===== config.mk =====
export PLATFORM = sky130hd
export DESIGN_NAME = counter_enable_seq_flat
export DESIGN_NICKNAME = d
export VERILOG_FILES = /design/src/rtl/counter_enable_seq_pkg.sv /design/src/rtl/counter_enable_seq_if.sv /design/src/rtl/counter_enable_seq_enable_prescaler.sv /design/src/rtl/counter_enable_seq.sv /design/src/flat_wrapper.sv
export SDC_FILE = /design/constraint.sdc
export NUM_CORES = 1
export LEC_CHECK = 0
export ABC_CLOCK_PERIOD_IN_PS = 2700
export CORE_MARGIN = 2
export CORE_UTILIZATION = 50
export CTS_CLUSTER_DIAMETER = 120
export DETAILED_ROUTE_END_ITERATION = 7
export GPL_ROUTABILITY_DRIVEN = 0
export PLACE_DENSITY = 0.88
export SETUP_SLACK_MARGIN = 0.2
export SKIP_LAST_GASP = 1
export SYNTH_ARGS = -nofsm -noshare
export SYNTH_HDL_FRONTEND = slang
export SYNTH_SLANG_ARGS = --single-unit

===== constraint.sdc =====
create_clock -name clock -period 2.7 [get_ports clock]
set_clock_uncertainty 0.1 [all_clocks]
set_input_delay 0.54 -clock clock [delete_from_list [all_inputs] [get_ports clock]]
set_output_delay 0.54 -clock clock [all_outputs]
set_load 0.01 [all_outputs]

===== src/rtl/counter_enable_seq_pkg.sv =====
// Shared constants for the enable sequencer: FSM state encoding and default widths.
package counter_enable_seq_pkg;

   localparam int CNT_W_DEF = 8;
   localparam int PRE_W_DEF = 4;

   localparam logic [1:0] ST_IDLE   = 2'd0;
   localparam logic [1:0] ST_RUN    = 2'd1;
   localparam logic [1:0] ST_PAUSED = 2'd2;
   localparam logic [1:0] ST_DONE   = 2'd3;

endpackage


===== src/rtl/counter_enable_seq_if.sv =====
// Control/status bundle between a run issuer (master) and the enable sequencer (slave).
interface counter_enable_seq_if
   import counter_enable_seq_pkg::*;
#(
   parameter int CNT_W = CNT_W_DEF,
   parameter int PRE_W = PRE_W_DEF
);

   logic             start;
   logic             stop;
   logic             pause;
   logic [CNT_W-1:0] run_len;
   logic [PRE_W-1:0] prescale;
   logic             enable;
   logic             busy;
   logic             done;
   logic [CNT_W-1:0] cycles_left;

   modport master (
      output start, stop, pause, run_len, prescale,
      input  enable, busy, done, cycles_left
   );

   modport slave (
      input  start, stop, pause, run_len, prescale,
      output enable, busy, done, cycles_left
   );

endinterface


===== src/rtl/counter_enable_seq_enable_prescaler.sv =====
// Pulse spacing counter: tick is high when the phase counter reaches the latched
// prescale value; advancing on a tick wraps the phase back to zero.
module enable_prescaler #(
   parameter int PRE_W = 4
) (
   input  logic             clock,
   input  logic             reset,
   input  logic             load,
   input  logic             hold,
   input  logic             advance,
   input  logic [PRE_W-1:0] lat_val,
   output logic             tick
);

   logic [PRE_W-1:0] pre_cnt_q, pre_cnt_d;
   logic [PRE_W-1:0] pre_lat_q, pre_lat_d;

   assign tick = (pre_cnt_q == pre_lat_q);

   // Next-phase selection: load restarts the phase, hold freezes it, advance steps or wraps.
   always_comb begin
      pre_cnt_d = pre_cnt_q;
      pre_lat_d = pre_lat_q;
      if (load) begin
         pre_cnt_d = '0;
         pre_lat_d = lat_val;
      end else if (!hold && advance) begin
         if (tick) pre_cnt_d = '0;
         else      pre_cnt_d = pre_cnt_q + PRE_W'(1);
      end
   end

   // Phase and latched-prescale registers.
   always_ff @(posedge clock or posedge reset) begin
      if (reset) begin
         pre_cnt_q <= '0;
         pre_lat_q <= '0;
      end else begin
         pre_cnt_q <= pre_cnt_d;
         pre_lat_q <= pre_lat_d;
      end
   end

endmodule


===== src/rtl/counter_enable_seq.sv =====
// Burst generator for a downstream counter's enable: issues exactly run_len pulses
// spaced prescale+1 cycles apart, with pause/resume/stop and a one-cycle done pulse.
module counter_enable_seq
   import counter_enable_seq_pkg::*;
#(
   parameter int CNT_W = CNT_W_DEF,
   parameter int PRE_W = PRE_W_DEF
) (
   input logic                 clock,
   input logic                 reset,
   counter_enable_seq_if.slave bus
);

   logic [1:0]       state_q, state_d;
   logic [CNT_W-1:0] remaining_q, remaining_d;
   logic             pre_load, pre_hold, pre_adv;
   logic             tick;
   logic             enable_w;

   enable_prescaler #(.PRE_W(PRE_W)) u_prescaler (
      .clock   (clock),
      .reset   (reset),
      .load    (pre_load),
      .hold    (pre_hold),
      .advance (pre_adv),
      .lat_val (bus.prescale),
      .tick    (tick)
   );

   // Enable depends on registered state only, so no input reaches it combinationally.
   assign enable_w        = (state_q == ST_RUN) && tick;
   assign bus.enable      = enable_w;
   assign bus.busy        = (state_q == ST_RUN) || (state_q == ST_PAUSED);
   assign bus.done        = (state_q == ST_DONE);
   assign bus.cycles_left = remaining_q;

   // Run control FSM and remaining-pulse bookkeeping.
   always_comb begin
      state_d     = state_q;
      remaining_d = remaining_q;
      pre_load    = 1'b0;
      pre_hold    = 1'b1;
      pre_adv     = 1'b0;
      case (state_q)
         ST_IDLE: begin
            if (bus.start && (bus.run_len != '0)) begin
               state_d     = ST_RUN;
               remaining_d = bus.run_len;
               pre_load    = 1'b1;
            end
         end
         ST_RUN: begin
            if (bus.stop) begin
               state_d     = ST_IDLE;
               remaining_d = '0;
            end else if (enable_w) begin
               // The pulse in this cycle reaches the counter even when pause is
               // sampled now, so it is always counted and its phase consumed.
               remaining_d = remaining_q - CNT_W'(1);
               pre_hold    = 1'b0;
               pre_adv     = 1'b1;
               if (remaining_q == CNT_W'(1)) state_d = ST_DONE;
               else if (bus.pause)           state_d = ST_PAUSED;
            end else if (bus.pause) begin
               state_d = ST_PAUSED;
            end else begin
               pre_hold = 1'b0;
               pre_adv  = 1'b1;
            end
         end
         ST_PAUSED: begin
            if (bus.stop) begin
               state_d     = ST_IDLE;
               remaining_d = '0;
            end else if (!bus.pause) begin
               state_d = ST_RUN;
            end
         end
         ST_DONE: begin
            state_d = ST_IDLE;
         end
         default: begin
            state_d     = ST_IDLE;
            remaining_d = '0;
         end
      endcase
   end

   // State and remaining-count registers.
   always_ff @(posedge clock or posedge reset) begin
      if (reset) begin
         state_q     <= ST_IDLE;
         remaining_q <= '0;
      end else begin
         state_q     <= state_d;
         remaining_q <= remaining_d;
      end
   end

endmodule


===== src/flat_wrapper.sv =====
// flat-port wrapper written by rule: the top's interface ports become plain ports
module counter_enable_seq_flat import counter_enable_seq_pkg::*;
#(
   parameter int CNT_W = CNT_W_DEF,
   parameter int PRE_W = PRE_W_DEF
)
  (clock, reset, bus_start, bus_stop, bus_pause, bus_run_len, bus_prescale, bus_enable, bus_busy, bus_done, bus_cycles_left);
  counter_enable_seq_if #(.CNT_W(CNT_W), .PRE_W(PRE_W)) bus_i ();
  input logic clock;
  input logic reset;
  input wire logic [$bits(bus_i.start)-1:0] bus_start;
  input wire logic [$bits(bus_i.stop)-1:0] bus_stop;
  input wire logic [$bits(bus_i.pause)-1:0] bus_pause;
  input wire logic [$bits(bus_i.run_len)-1:0] bus_run_len;
  input wire logic [$bits(bus_i.prescale)-1:0] bus_prescale;
  output wire logic [$bits(bus_i.enable)-1:0] bus_enable;
  output wire logic [$bits(bus_i.busy)-1:0] bus_busy;
  output wire logic [$bits(bus_i.done)-1:0] bus_done;
  output wire logic [$bits(bus_i.cycles_left)-1:0] bus_cycles_left;
  assign bus_i.start = bus_start;
  assign bus_i.stop = bus_stop;
  assign bus_i.pause = bus_pause;
  assign bus_i.run_len = bus_run_len;
  assign bus_i.prescale = bus_prescale;
  assign bus_enable = bus_i.enable;
  assign bus_busy = bus_i.busy;
  assign bus_done = bus_i.done;
  assign bus_cycles_left = bus_i.cycles_left;
  counter_enable_seq #(.CNT_W(CNT_W), .PRE_W(PRE_W)) u_core (.clock(clock), .reset(reset), .bus(bus_i));
endmodule

==> metrics, run 1 <==
status finished, final reports clean; 1st-iter DRT viols 90; RSZ-0062 raised after global routing no; max-cap violations 0; Final Hold Viols 0; Reg-to-Reg End u_core.u_prescaler.pre_cnt_q[2]$_DFFE_PP0P_; Finished Layout Cells 213; Yosys reg bits 18; Syn. warnings 0; Cells after Synth 140; flop2flop setup slack 0.26 ns; Max FO, Critical Path 3; most frequent cells in the layout clkdlybuf4s50_1, buf_4, dfrtp_1; vias per inst 6.22; row cnt 18; vias in the first global route 1180; die width 55.0 microns; final worst path period share 90.5%; power share of the combinational group 63.4%; fillers 184; register area share after synthesis 34.6%; final wirelength 3.60 mm; largest family of logic cells by synthesized area compound AO/OA/AOI/OAI gates; post-route cell area 1790 sq um; IO Port Bufs 27; final setup TNS 0 ns; Die Y-Extent 55.0 microns; Hold WS 0.455 ns; Worst Setup Slack, final 0.257 ns; sequential share of power 27.2%; clk_lat worst skew 0.30 ns; post-layout min period 2.44 ns; grt total ovfl 0; CTS buffer count 3; clock share of power 9.4%; Die Area 3030 sq um; Area growth, synth to finish 37.6%; total chip power 1.90 mW; placed cell count 196; Synth Flop Type dfrtp_1; # hold bufs at CTS 0; area of the multi-input gates 822 sq um; pwr dens 1060 nW/um^2; layout cell share with drive strength beyond 1 20.2%; Clock transition at path regs 0.12 ns; drt pass-1 iters 4; switching part of the total 43.8%; Starting Density 52.5%; via count 1324; Synth Area in Compound Gates 20.8%; synthesized area 1300 sq um; Max Freq 409 MHz; Post-DP Area 1610 sq um; Reg2Reg Launch Point u_core.u_prescaler.pre_cnt_q[2]$_DFFE_PP0P_; Max Buffers Root-to-Sink 2; Post-DP HPWL 2.41 mm; worst rel slew slack 49.7%; fin nets 209; largest net degree at the start of global routing 19; post-synthesis simple-gate area fraction 20.7%; Arr. time, crit path 2.55 ns; worst setup path startpoint u_core.u_prescaler.pre_cnt_q[2]$_DFFE_PP0P_; global-route wire length before repair 5.51 mm; Final Setup Violations 0; dpl ws 0.105 ns; mux cell area share after synthesis 8.08%; synth unique cells 38; H-tree levels 1; slew at the pin closest to its max-slew limit 0.755 ns; critical path launch point type flip-flop; most common cell after layout, fill and taps aside clkdlybuf4s50_1; HP Class reg2reg; worst setup path endpoint u_core.u_prescaler.pre_cnt_q[2]$_DFFE_PP0P_; root buf cell clkbuf_4; peak supply drop 1.02 mV; clock tree from TritonCTS done; switching power 0.834 mW; Register Area 453 sq um; post-route ant nets 0; Async S/R FF share, synth 100%; Internal 1.07 mW; Worst Setup End Kind flip-flop; post-DR wirelength/cell 16.9 microns; worst reg2reg path depth 14; # diodes 0; Core Region 2480 sq um; drc violations 0; total global-route track usage 25.3%; LEAKAGE 0.784 nW; initial antenna violation count 0; Adder-Cell Fraction of Synth Area 7.69%; Syn Area/Cell 9.29 sq um; EDFF count, synth 0; Slew Viols, Final 0; XOR/XNOR share of the synthesized area 2.69%; Finished Core Util 72.3%; post-synth net total 165; I/O pins 28; TritonCTS Sinks 18; critical path required time 2.81 ns; Setup CP Type reg2reg
-- state kept, by name, summed over array words and instances, names as in the netlist --
register / cells
u_core.bus.cycles_left: 8
u_core.state_q: 2
u_core.u_prescaler.pre_cnt_q: 4
u_core.u_prescaler.pre_lat_q: 4
-- routing by layer --
metal | up-vias | global-route usage (%) | routed length, microns
li1 | 608 | - | -
met1 | 629 | 35.3 | 1450
met2 | 77 | 41.1 | 1780
met3 | 10 | 3.76 | 309
met4 | 0 | 5.69 | 60
met5 | - | 0 | 0
-- power by group through the flow --
| stage | combinational, mW | clock, mW | sequential (mW) |
|---|---|---|---|
| 4_1_cts | 1.16 | 0.177 | 0.498 |
| 2_1_floorplan | 0.692 | 0 | 0.509 |
| 5_1_grt | 1.30 | 0.189 | 0.538 |
| 3_3_place_gp | 1.02 | 0 | 0.505 |
| 3_5_place_dp | 1.04 | 0 | 0.510 |
| 6_report | 1.21 | 0.179 | 0.517 |
-- logic make-up after synthesis --
group / Yosys count
mux: 9
xor+xnor: 4
simple gates: 47
fa+ha+maj: 8
compound gates: 37
flops: 18
buf+inv: 17
-- timing repair --
item,4_1_cts,5_1_grt
endpoints found under the setup margin,1,2
buffers inserted,12,1
gates resized for setup,2,7
pin swaps,2,2
cloned,0,0
-- layout make-up --
| class | count | area share, % |
|---|---|---|
| multi-input cells | 105 | 45.9 |
| flip-flops and latches | 18 | 25.3 |
| inverters | 12 | 2.52 |
| repair buffers | 44 | 22.2 |
| well taps | 30 | 2.10 |
| clock buffers | 4 | 2.03 |
-- critical path, stage by stage (launching register included) --
cell and delay (ns):
dfrtp_2 0.46, xor2_2 0.20, nor4_2 0.34, buf_4 0.16
buf_4 0.09, buf_4 0.09, buf_4 0.10, buf_4 0.09
buf_4 0.08, buf_4 0.09, buf_4 0.10, buf_4 0.09
buf_4 0.09, o21ai_0 0.07, a22o_1 0.20
-- synthesized netlist by cell type (2+ instances only) --
master     instances  area (sq um)
a2111oi_0          3          26.3
a31oi_1            5          31.3
mux2i_1            3          30.0
and2_1             3          18.8
o211a_1            2          20.0
o22ai_1            4          25.0
mux2_2             4          45.0
xor2_1             4          35.0
a21oi_1            9          45.0
nand2b_1           2          12.5
nor2b_1           10          62.6
dfrtp_1           18           450
a211o_1            2          17.5
ha_1               8           100
mux2_4             2          30.0
nor4_1             4          25.0
nor3_1             5          25.0
nand3_1            4          20.0
nor2_1             4          15.0
a41oi_1            3          26.3
nand2_1            6          22.5
nor3b_1            3          22.5
inv_1             12          45.0
clkbuf_1           4          15.0
o221ai_1           3          26.3
-- worst min path at each step --
stage / startpoint / end / cells after the start
floorplan: reset / u_core.bus.cycles_left[0]$_DFFE_PP0P_ / 1
global placement: u_core.u_prescaler.pre_lat_q[3]$_DFFE_PP0P_ / u_core.u_prescaler.pre_lat_q[3]$_DFFE_PP0P_ / 1
detailed placement: u_core.u_prescaler.pre_lat_q[0]$_DFFE_PP0P_ / u_core.u_prescaler.pre_lat_q[0]$_DFFE_PP0P_ / 1
CTS: u_core.u_prescaler.pre_lat_q[0]$_DFFE_PP0P_ / u_core.u_prescaler.pre_lat_q[0]$_DFFE_PP0P_ / 1
global route: u_core.u_prescaler.pre_lat_q[0]$_DFFE_PP0P_ / u_core.u_prescaler.pre_lat_q[0]$_DFFE_PP0P_ / 1
finish: u_core.bus.cycles_left[6]$_DFFE_PP0P_ / u_core.bus.cycles_left[6]$_DFFE_PP0P_ / 2
No activity file was read; power rests on OpenSTA's default activity.
==> run 2: changes to the inputs <==
--- a/config.mk
+++ b/config.mk
@@ -7,13 +7,13 @@
 export LEC_CHECK = 0
 export ABC_CLOCK_PERIOD_IN_PS = 2700
 export CORE_MARGIN = 2
-export CORE_UTILIZATION = 50
+export CORE_UTILIZATION = 49
 export CTS_CLUSTER_DIAMETER = 120
 export DETAILED_ROUTE_END_ITERATION = 7
 export GPL_ROUTABILITY_DRIVEN = 0
-export PLACE_DENSITY = 0.88
+export PLACE_DENSITY = 0.87
 export SETUP_SLACK_MARGIN = 0.2
-export SKIP_LAST_GASP = 1
 export SYNTH_ARGS = -nofsm -noshare
 export SYNTH_HDL_FRONTEND = slang
+export SYNTH_HIERARCHICAL = 1
 export SYNTH_SLANG_ARGS = --single-unit
==> metrics, run 2 <==
status finished, final reports clean; Worst Setup End Kind output pin; Arr. time, crit path 1.76 ns; worst rel slew slack 60.1%; post-synth net total 163; initial antenna violation count 0; layout cell share with drive strength beyond 1 11.8%; grt total ovfl 0; vias in the first global route 1089; most frequent cell after synthesis dfrtp_1; IO Port Bufs 27; via count 1113; clk_lat worst skew 0.31 ns; peak supply drop 0.706 mV; max-cap violations 0; largest area contributor in the netlist dfrtp_1; slew at the pin closest to its max-slew limit 0.583 ns; die width 53.9 microns; Slew Viols, Final 0; final worst path period share 88.7%; total global-route track usage 22.7%; EDFF count, synth 0; Die Area 2900 sq um; vias per inst 5.59; Max Freq 417 MHz; Reg2Reg Launch Point u_core/state_q[1]$_DFFE_PP0P_; # hold bufs at CTS 0; Setup CP Type reg2out; H-tree levels 1; Final Hold Viols 0; root buf cell clkbuf_4; post-layout min period 2.40 ns; worst setup path startpoint u_core/state_q[0]$_DFFE_PP0P_; fin nets 196; CTS buffer count 3; clock tree from TritonCTS done; Async S/R FF share, synth 100%; Core Region 2410 sq um; RSZ-0062 raised after global routing no; Area growth, synth to finish 27.6%; most common cell after layout, fill and taps aside clkdlybuf4s50_1; row cnt 18; Synth Flop Type dfrtp_1; most frequent cells in the layout clkdlybuf4s50_1, dfrtp_1, nor2_1; 1st-iter DRT viols 22; max reg flops 8; Die Y-Extent 53.9 microns; post-route ant nets 0; top cell type's share of synthesized area 36.9%; Post-DP HPWL 2.11 mm; register area share after synthesis 36.9%; critical path required time 2.06 ns; Syn. warnings 6; Yosys reg bits 18; # diodes 0; Final Setup Violations 0; HP Class in2async; synth unique cells 33; Cells after Synth 137; synthesized area 1220 sq um; LEAKAGE 0.694 nW; most common library cells after synthesis dfrtp_1, nor2_1, a21oi_1; synth top area cells dfrtp_1, ha_1, a21oi_1; final setup TNS 0 ns; Max Buffers Root-to-Sink 2; drt pass-1 iters 4; fillers 213; flop2flop setup slack 0.55 ns; critical path launch point type flip-flop; pwr dens 1090 nW/um^2; total chip power 1.70 mW; Clock transition at path regs 0.11 ns; Max FO, Critical Path 5; TritonCTS Sinks 18; final wirelength 2.91 mm; global-route wire length before repair 4.62 mm; Starting Density 50.6%; post-DR wirelength/cell 14.6 microns; drc violations 0; I/O pins 28; largest net degree at the start of global routing 17; Syn Area/Cell 8.90 sq um
## run 2: what timing repair did
item / 4_1_cts / 5_1_grt
gates resized for setup: 1 / 0
setup buffers: 4 / 0
setup endpoints to repair: 1 / 0
## run 2: metal layers
layer | wire (microns) | share of wire (%) | GRT usage (%)
met4 | 69 | 2.4 | 12.4
met1 | 1230 | 42 | 24.2
met3 | 96 | 3.3 | 3.61
met5 | 0 | 0 | 0
met2 | 1520 | 52 | 41.9
## run 2: layout make-up
type	count	area, sq um	share of cell area (%)
repair buffers	31	299	19.2
flip-flops and latches	18	450	28.9
clock buffers	4	36.3	2.33
inverters	12	45.0	2.89
well taps	30	37.5	2.41
multi-input cells	104	688	44.2
## run 2: cell families after synthesis
logic type | Yosys count | share of synthesized area, %
buffers and inverters | 15 | 6.67
and+or+nand+nor | 48 | 20.2
adders and majority gates | 9 | 9.23
muxes | 4 | 3.69
xor gates and xnor gates | 4 | 2.87
DFF | 18 | 36.9
AOI/OAI and AO/OA | 39 | 20.4
## run 2: final timing paths
| check | to | depth (start not counted) |
|---|---|---|
| setup / recovery | bus_busy | 3 |
| hold / removal | u_core/u_prescaler/pre_cnt_q[1]$_DFFE_PP0P_ | 2 |
| setup reg to reg | u_core/u_prescaler/pre_cnt_q[2]$_DFFE_PP0P_ | 8 |
| min in group clock | u_core/u_prescaler/pre_lat_q[2]$_DFFE_PP0P_ | 1 |
| max in group asynchronous | u_core/bus.cycles_left[5]$_DFFE_PP0P_ | 2 |
| hold reg to reg | u_core/u_prescaler/pre_lat_q[2]$_DFFE_PP0P_ | 1 |
## run 2: critical path, stage by stage (launching register included)
cell and delay, ns:
dfrtp_1 0.45, inv_1 0.12, ha_1 0.33, clkdlybuf4s50_1 0.55
## run 2: power breakdown
group,switching [mW],internal (mW),total [mW]
clock,0.0906,0.0825,0.173
combinational,0.543,0.467,1.01
sequential,0.124,0.390,0.514
## run 2: metrics by stage
step	setup WS [ns]	area, sq um	utilization, %	std cells	hold slack [ns]
finish	0.305	1560	64.6	199	0.405
global placement	0.283	1490	61.9	191	0.407
detailed placement	0.205	1490	61.9	191	0.422
global route	0.223	1560	64.6	199	0.425
floorplan	0.753	1220	-	137	0.256
CTS	0.301	1560	64.6	199	0.410
==> run 3: changes to the inputs <==
--- a/config.mk
+++ b/config.mk
@@ -6,14 +6,13 @@
 export NUM_CORES = 1
 export LEC_CHECK = 0
 export ABC_CLOCK_PERIOD_IN_PS = 2700
-export CORE_MARGIN = 2
-export CORE_UTILIZATION = 49
+export CORE_UTILIZATION = 50
 export CTS_CLUSTER_DIAMETER = 120
 export DETAILED_ROUTE_END_ITERATION = 7
 export GPL_ROUTABILITY_DRIVEN = 0
-export PLACE_DENSITY = 0.87
+export PLACE_DENSITY = 0.88
+export RECOVER_POWER = 25
 export SETUP_SLACK_MARGIN = 0.2
 export SYNTH_ARGS = -nofsm -noshare
 export SYNTH_HDL_FRONTEND = slang
-export SYNTH_HIERARCHICAL = 1
 export SYNTH_SLANG_ARGS = --single-unit
==> metrics, run 3 (synthesis gave the netlist of run 1 again) <==
pwr dens 1050 nW/um^2; Post-DP Area 1610 sq um; placed cell count 195; drt pass-1 iters 4; global-route wire length before repair 5.46 mm; Slew Viols, Final 0; largest net degree at the start of global routing 19; final wirelength 3.46 mm; # hold bufs at CTS 0; Clock transition at path regs 0.11 ns; Max Buffers Root-to-Sink 2; worst rel slew slack 45.6%; sequential share of power 27.8%; final setup TNS 0 ns; LEAKAGE 0.767 nW; vias per inst 6.39; switching power 0.785 mW; most common cell after layout, fill and taps aside clkdlybuf4s50_1; Area growth, synth to finish 31.9%; H-tree levels 1; Internal 1.01 mW; peak supply drop 0.852 mV; Final Setup Violations 0; Arr. time, crit path 2.49 ns; Post-DP HPWL 2.42 mm; layout cell share with drive strength beyond 1 14.4%; Starting Density 52.5%; max reg flops 8; vias in the first global route 1232; post-route ant nets 0; switching part of the total 43.7%; critical path required time 2.80 ns; final worst path period share 88.5%; drc violations 0; row cnt 18; Max Freq 419 MHz; Worst Setup End Kind flip-flop; Die Area 2810 sq um; clock share of power 7.4%; most frequent cells in the layout clkdlybuf4s50_1, dfrtp_1, buf_4; root buf cell clkbuf_4; status finished, final reports clean; Core Region 2480 sq um; CTS buffer count 3; Worst Setup Slack, final 0.311 ns; Setup CP Type in2reg; Finished Core Util 69.3%; total global-route track usage 26.6%; critical path launch point type input pin; post-route cell area 1720 sq um; HP Class reg2reg; initial antenna violation count 0; die width 53.0 microns; Final Hold Viols 0; grt total ovfl 0; post-layout min period 2.39 ns; 1st-iter DRT viols 68; fin nets 207; Max FO, Critical Path 6; via count 1341; RSZ-0062 raised after global routing no; TritonCTS Sinks 18; Finished Layout Cells 210; IO Port Bufs 27; post-DR wirelength/cell 16.5 microns; clock tree from TritonCTS done; I/O pins 28; dpl ws 0.0775 ns; Die Y-Extent 53.0 microns; clk_lat worst skew 0.28 ns; power share of the combinational group 64.7%; max-cap violations 0; slew at the pin closest to its max-slew limit 0.817 ns; # diodes 0
## run 3: cell count changes in the layout (fill, tap and decap cells not counted), sizes merged, moves of 7 or more
cell | before | now
o21ai | 15 | 1
nor2 | 16 | 4
buf | 4 | 15
nor2b | 3 | 10
## run 3: worst max-delay path, stage by stage
cell             delay, ns
clkdlybuf4s50_1       0.41
nor4_1                0.62
a21bo_2               0.29
a211o_1               0.23
buf_4                 0.18
mux2i_1               0.22
## run 3: final timing paths
path / start / to / slack (ns) / depth (start not counted)
setup / recovery: bus_run_len[6] / u_core.bus.cycles_left[1]$_DFFE_PP0P_ / 0.31 / 6
hold / removal: u_core.u_prescaler.pre_lat_q[1]$_DFFE_PP0P_ / u_core.u_prescaler.pre_lat_q[1]$_DFFE_PP0P_ / 0.46 / 1
setup reg to reg: u_core.u_prescaler.pre_lat_q[3]$_DFFE_PP0P_ / u_core.u_prescaler.pre_cnt_q[2]$_DFFE_PP0P_ / 0.35 / 13
hold reg to reg: u_core.u_prescaler.pre_lat_q[1]$_DFFE_PP0P_ / u_core.u_prescaler.pre_lat_q[1]$_DFFE_PP0P_ / 0.46 / 1
max in group asynchronous: reset / u_core.bus.cycles_left[6]$_DFFE_PP0P_ / 1.33 / 2
min in group asynchronous: reset / u_core.u_prescaler.pre_cnt_q[2]$_DFFE_PP0P_ / 0.71 / 2
## run 3: power groups by stage
stage                     Sequential (mW)  Combinational [mW]  Clock [mW]
after global routing                0.518                1.26       0.146
after floorplan                     0.509               0.692           0
after global placement              0.502               0.999           0
after CTS                           0.496                1.14       0.139
final                               0.500                1.16       0.133
after detailed placement            0.512                1.03           0
## run 3: per-stage QoR
stage | hold slack [ns] | total power, mW
2_1_floorplan | 0.379 | 1.20
3_3_place_gp | 0.413 | 1.50
3_5_place_dp | 0.427 | 1.55
4_1_cts | 0.454 | 1.77
5_1_grt | 0.477 | 1.92
6_report | 0.455 | 1.80
## run 3: repair_timing
action | in CTS | in global routing
gates resized for setup | 1 | 0
endpoints found under the setup margin | 1 | 0
setup buffers | 12 | 0
## run 3: metal layers
metal / GRT usage [%] / wire length, microns
met1: 35.0 / 1410
met2: 41.6 / 1670
met3: 4.60 / 280
met4: 13.2 / 102
met5: 0 / 0
## run 3: final cells by class
| type | count | area (sq um) |
|---|---|---|
| inverter | 12 | 45.0 |
| multi-input combinational | 105 | 779 |
| clock buffer | 3 | 22.5 |
| timing repair buffer | 42 | 382 |
| sequential | 18 | 450 |
| fill | 202 | 761 |
| tap | 30 | 37.5 |
